===== src/rtl/down_counter_pkg.sv =====
// Shared types for the loadable down-counter/timer.
// The state encoding is fixed at two bits so it stays stable in waveforms and debug dumps.
package down_counter_pkg;

  localparam int STATE_W = 2;

  typedef enum logic [STATE_W-1:0] {
    IDLE   = 2'd0,
    RUN    = 2'd1,
    PAUSED = 2'd2
  } state_t;

endpackage


===== src/rtl/down_counter_tick_prescaler.sv =====
// Divides enabled cycles into one tick every PRESCALE cycles for the down-counter.
// With PRESCALE==1 the tick is just the enable, so no register is built.
import down_counter_pkg::*;

module tick_prescaler #(
  parameter int PRESCALE = 1
) (
  input  logic clock,
  input  logic reset,
  input  logic i_clear,
  input  logic i_enable,
  output logic o_tick
);

  generate
    if (PRESCALE <= 1) begin : g_direct
      logic w_unused;
      assign w_unused = clock ^ reset ^ i_clear;
      assign o_tick   = i_enable;
    end else begin : g_divided
      localparam int CW = $clog2(PRESCALE);
      logic [CW-1:0] r_phase;
      logic          w_last;

      assign w_last = (r_phase == CW'(PRESCALE - 1));
      assign o_tick = i_enable && w_last;

      // The phase only advances on enabled cycles, so a pause freezes it in place.
      always_ff @(posedge clock) begin
        if (reset) begin
          r_phase <= '0;
        end else if (i_clear) begin
          r_phase <= '0;
        end else if (i_enable) begin
          if (w_last) begin
            r_phase <= '0;
          end else begin
            r_phase <= r_phase + CW'(1);
          end
        end
      end
    end
  endgenerate

endmodule


===== src/rtl/down_counter.sv =====
// Loadable, pausable down-counter/timer with a one-cycle done pulse at terminal count.
// Define DOWN_COUNTER_AUTO_RELOAD_EN to make it a periodic timer that reloads on terminal.
import down_counter_pkg::*;

module down_counter #(
  parameter int WIDTH    = 8,
  parameter int PRESCALE = 1
) (
  input  logic             clock,
  input  logic             reset,
  input  logic             i_load,
  input  logic [WIDTH-1:0] i_load_value,
  input  logic             i_start,
  input  logic             i_pause,
  output logic [WIDTH-1:0] o_count,
  output logic             o_busy,
  output logic             o_zero,
  output logic             o_done
);

  state_t           r_state;
  state_t           w_nextState;
  logic [WIDTH-1:0] r_count;
  logic             r_done;
  logic             w_countIsZero;
  logic             w_startAccepted;
  logic             w_prescClear;
  logic             w_prescEnable;
  logic             w_tick;
  logic             w_terminal;
  logic             w_reloadValid;
  logic [WIDTH-1:0] w_reloadValue;

  assign w_countIsZero   = (r_count == '0);
  assign w_startAccepted = (r_state == IDLE) && i_start && !i_pause && !i_load;
  assign w_prescClear    = i_load || w_startAccepted;
  // A paused timer whose pause just dropped resumes counting on that same edge,
  // so the delay added equals exactly the number of cycles pause was held.
  assign w_prescEnable   = (r_state != IDLE) && !i_pause && !i_load;
  assign w_terminal      = w_tick && (r_count == WIDTH'(1));

`ifdef DOWN_COUNTER_AUTO_RELOAD_EN
  logic [WIDTH-1:0] r_reload;

  always_ff @(posedge clock) begin
    if (reset) begin
      r_reload <= '0;
    end else if (i_load) begin
      r_reload <= i_load_value;
    end
  end

  assign w_reloadValue = r_reload;
  assign w_reloadValid = (r_reload != '0);
`else
  assign w_reloadValue = '0;
  assign w_reloadValid = 1'b0;
`endif

  tick_prescaler #(
    .PRESCALE (PRESCALE)
  ) u_prescaler (
    .clock    (clock),
    .reset    (reset),
    .i_clear  (w_prescClear),
    .i_enable (w_prescEnable),
    .o_tick   (w_tick)
  );

  always_ff @(posedge clock) begin
    if (reset) begin
      r_state <= IDLE;
    end else begin
      r_state <= w_nextState;
    end
  end

  always_comb begin
    w_nextState = r_state;
    if (i_load) begin
      w_nextState = IDLE;
    end else begin
      unique case (r_state)
        IDLE: begin
          if (w_startAccepted && !w_countIsZero) begin
            w_nextState = RUN;
          end
        end
        RUN, PAUSED: begin
          if (i_pause) begin
            w_nextState = PAUSED;
          end else if (w_terminal && !w_reloadValid) begin
            w_nextState = IDLE;
          end else begin
            w_nextState = RUN;
          end
        end
        default: w_nextState = IDLE;
      endcase
    end
  end

  // Count never drops below zero: the terminal tick lands on 0 (or the reload value).
  always_ff @(posedge clock) begin
    if (reset) begin
      r_count <= '0;
    end else if (i_load) begin
      r_count <= i_load_value;
    end else if (w_tick) begin
      if (w_terminal) begin
        r_count <= w_reloadValid ? w_reloadValue : '0;
      end else begin
        r_count <= r_count - WIDTH'(1);
      end
    end
  end

  always_ff @(posedge clock) begin
    if (reset || i_load) begin
      r_done <= 1'b0;
    end else begin
      r_done <= w_terminal || (w_startAccepted && w_countIsZero);
    end
  end

  always_comb begin
    o_count = r_count;
    o_busy  = (r_state != IDLE);
    o_zero  = w_countIsZero;
    o_done  = r_done;
  end

endmodule

===== config.mk =====
export PLATFORM = sky130hd
export DESIGN_NAME = down_counter
export DESIGN_NICKNAME = d
export VERILOG_FILES = /design/src/rtl/down_counter_pkg.sv /design/src/rtl/down_counter_tick_prescaler.sv /design/src/rtl/down_counter.sv
export SDC_FILE = /design/constraint.sdc
export NUM_CORES = 1
export LEC_CHECK = 0
export ABC_AREA = 1
export BUFFER_PORTS_ARGS = -buffer_cell sky130_fd_sc_hd__buf_2
export CAP_MARGIN = 5
export CORE_MARGIN = 10
export CORE_UTILIZATION = 49
export DETAILED_ROUTE_END_ITERATION = 12
export GPL_ROUTABILITY_DRIVEN = 0
export HOLD_SLACK_MARGIN = 0.06
export PLACE_DENSITY = 0.77
export SLEW_MARGIN = 20
export SYNTH_ARGS = -nofsm -noshare
export SYNTH_HDL_FRONTEND = slang
export SYNTH_SLANG_ARGS = --single-unit

===== constraint.sdc =====
create_clock -name clock -period 1.5 [get_ports clock]
set_input_delay 0.375 -clock clock [delete_from_list [all_inputs] [get_ports clock]]
set_output_delay 0.375 -clock clock [all_outputs]
set_load 0.02 [all_outputs]

==> flow_summary.json <==
{
  "period_share_pct": 102,
  "finalInstanceArea_sq_mm": 0.00115,
  "dieWidth_um": 60.0,
  "startpoint_type": "flop",
  "tightest_slew_ns": 0.234,
  "syn_avg_cell_area_sq_um": 6.69,
  "wire_per_inst_um": 14.6,
  "port_buffers": 23,
  "h-tree-depth": 1,
  "cts_root_buf": "clkbuf_4",
  "fin_skew_ns": 0.00216,
  "coreArea_sq_mm": 0.00151,
  "critPathCaptureType": "flop",
  "die-area_sq_mm": 0.00360,
  "grt_usage_pct": 12.4,
  "layout.nets": 172,
  "criticalPathCategory": "reg2reg",
  "crit_top_cell": "inv_2",
  "hold_slack_ns": 0.336,
  "dr.pass1.iters": 4,
  "syn_inst": 117,
  "cts_tree": "yes",
  "max_stage_delay_ns": 0.33,
  "drtAntennaViolNets": 0,
  "finalHoldViolations": 0,
  "slew_violations": 0,
  "syn2layout_area_growth_pct": 46.8,
  "grt_pass1_vias": 812,
  "numCtsBuffers": 3,
  "rows": 14,
  "final_layout_size_suffix_gt1_share_pct": 48.4,
  "grt_max_degree": 13,
  "pin_count": 24,
  "cp_max_fo": 4,
  "vias": 880,
  "drcViolationCount": 0,
  "dp_hpwl_um": 1580,
  "fmax_mhz": 656,
  "yosys_warnings": 0,
  "antenna_found_initial": 0,
  "grt_pass1_wl_um": 3520,
  "ctsLongestPathBuffers": 2,
  "cp.required_ns": 1.66,
  "synth_cell_type_count": 23,
  "cp_slowest_cell": "dfxtp_2",
  "critPathArrivalTime_ns": 1.69,
  "ys_seq_area_share_pct": 28.1,
  "status": "finished, violations left",
  "dp_cells": 156,
  "critical_path.cell_chain": "inv_2 -> buf_6 -> ha_4 -> inv_2 -> nor2_2 -> nand3_2 -> o21ai_4 -> nor2_4 -> a21oi_2 -> nor2_1",
  "setup_violations": 3,
  "clock_sinks": 11,
  "pre_cts_ws_ns": 0.0150,
  "slew_headroom_pct": 84.3,
  "fin_crit_ns": 1.53,
  "irDropWorstVdd_mv": 0.522,
  "place_area_sq_um": 922,
  "filler_cell_count": 109,
  "yosys_register_bits": 11,
  "violations": "setup timing",
  "wl_um": 2460,
  "maxCapViolCount": 0,
  "clk_pin_slew_ns": 0.07,
  "rsz0062_at_grt": "yes",
  "clock_latency_ns": 0.27,
  "power_leakage_nw": 0.538,
  "layout_setup_ws_ns": -0.0252,
  "drt-initial-drc-count": 12,
  "start_util_pct": 52.0,
  "n_antenna_cell": 0,
  "die_h_um": 60.0,
  "synth_area_sq_um": 783,
  "grt-ovfl-total": 0,
  "hp-class": "in2reg",
  "drt-vias-per-instance": 5.21,
  "synth_nets": 135,
  "powerDensity_mw_per_mm2": 805,
  "stdcell_count": 169
}
## report_power, final
group          switching [mW]  total, mW  internal [mW]
sequential             0.0225      0.336          0.313
clock                   0.106      0.209          0.103
combinational           0.220      0.380          0.160
## per-layer routing
metal / track usage (%) / part of all wire (%) / up-vias
met5: 0 / 0 / -
met4: 5.77 / 1.1 / 0
met3: 4.24 / 6.9 / 4
met2: 20.7 / 53 / 24
met1: 13.6 / 39 / 413
li1: - / - / 439
## cell usage after synthesis
master	instances	share of area (%)
a211oi_1	1	0.96
a21oi_1	9	5.8
a21oi_2	2	2.2
buf_6	1	1.4
clkbuf_1	2	0.96
dfxtp_1	11	28
ha_1	5	8.0
inv_1	20	9.6
inv_2	1	0.48
nand2_1	24	12
nand2_2	1	0.80
nand3_1	9	5.8
nand3_2	2	2.6
nand4_1	1	0.80
nor2_1	10	4.8
nor2_2	4	3.2
nor2_4	1	1.4
nor3_2	1	1.3
o21ai_0	3	1.9
o21ai_1	3	1.9
o21ai_2	2	2.2
o21bai_1	1	0.96
xor2_1	3	3.4
## what timing repair did
| item | 4_1_cts | 5_1_grt |
|---|---|---|
| resized for setup | 19 | 19 |
| setup buffers | 5 | 5 |
| endpoints found under the setup margin | 2 | 9 |
| hold buffers | 0 | 0 |
| pin swaps | 3 | 12 |
## final timing paths
| kind | startpoint | to | slack (ns) | cells after the start |
|---|---|---|---|---|
| setup reg to reg | o_count[1]$_SDFFE_PP0P_ | o_count[6]$_SDFFE_PP0P_ | -0.03 | 10 |
| hold / removal | i_load_value[5] | o_count[5]$_SDFFE_PP0P_ | 0.34 | 3 |
| setup / recovery | o_count[1]$_SDFFE_PP0P_ | o_count[6]$_SDFFE_PP0P_ | -0.03 | 10 |
| hold reg to reg | o_count[1]$_SDFFE_PP0P_ | o_count[1]$_SDFFE_PP0P_ | 0.52 | 2 |
## critical path, delay by kind of cell (launching register included)
family          cells  cell delay (ns)
compound gates      2             0.37
simple gates        4             0.37
flops               1             0.33
buf+inv             3             0.22
fa+ha+maj           1             0.12
## placed cells by master (no fill, tap or decap), drive strengths merged
cell and count:
nand3 11, buf 35, nor3 1, clkbuf 4, dfxtp 11, a21oi 11
xor2 3, nand2 25, nor2 15, a211oi 1, nand4 1, o21bai 1
inv 21, ha 5, o21ai 8
## flip-flops by register name, summed over array words and instances, names as in the netlist
name,flops
o_done,1
o_count,8
r_state,2
## logic make-up (layout without fill, tap and decap cells)
| logic type | count (synthesis) | in the layout | synth area share [%] |
|---|---|---|---|
| simple gates | 53 | 53 | 32.1 |
| xor+xnor | 3 | 3 | 3.36 |
| buf+inv | 24 | 60 | 12.5 |
| compound gates | 21 | 21 | 16.0 |
| fa+ha+maj | 5 | 5 | 7.99 |
| flops | 11 | 11 | 28.1 |
## cell type report
class | instances | area (sq um) | share of cell area (%)
Multi-Input combinational cell | 82 | 558 | 48.5
Timing Repair Buffer | 35 | 234 | 20.3
Tap cell | 16 | 20.0 | 1.74
Sequential cell | 11 | 230 | 20.0
Inverter | 21 | 81.3 | 7.07
Clock buffer | 4 | 26.3 | 2.29
## stage by stage
stage | power (mW) | utilization [%] | TNS (ns)
after floorplan | 0.531 | - | 0
after global placement | 0.604 | 61.2 | 0
after detailed placement | 0.612 | 61.2 | 0
after CTS | 0.856 | 67.6 | 0
after global routing | 0.982 | 76.3 | -0.570
final | 0.925 | 76.3 | -0.0651
Note: power is estimated with default switching activity, not from simulation.
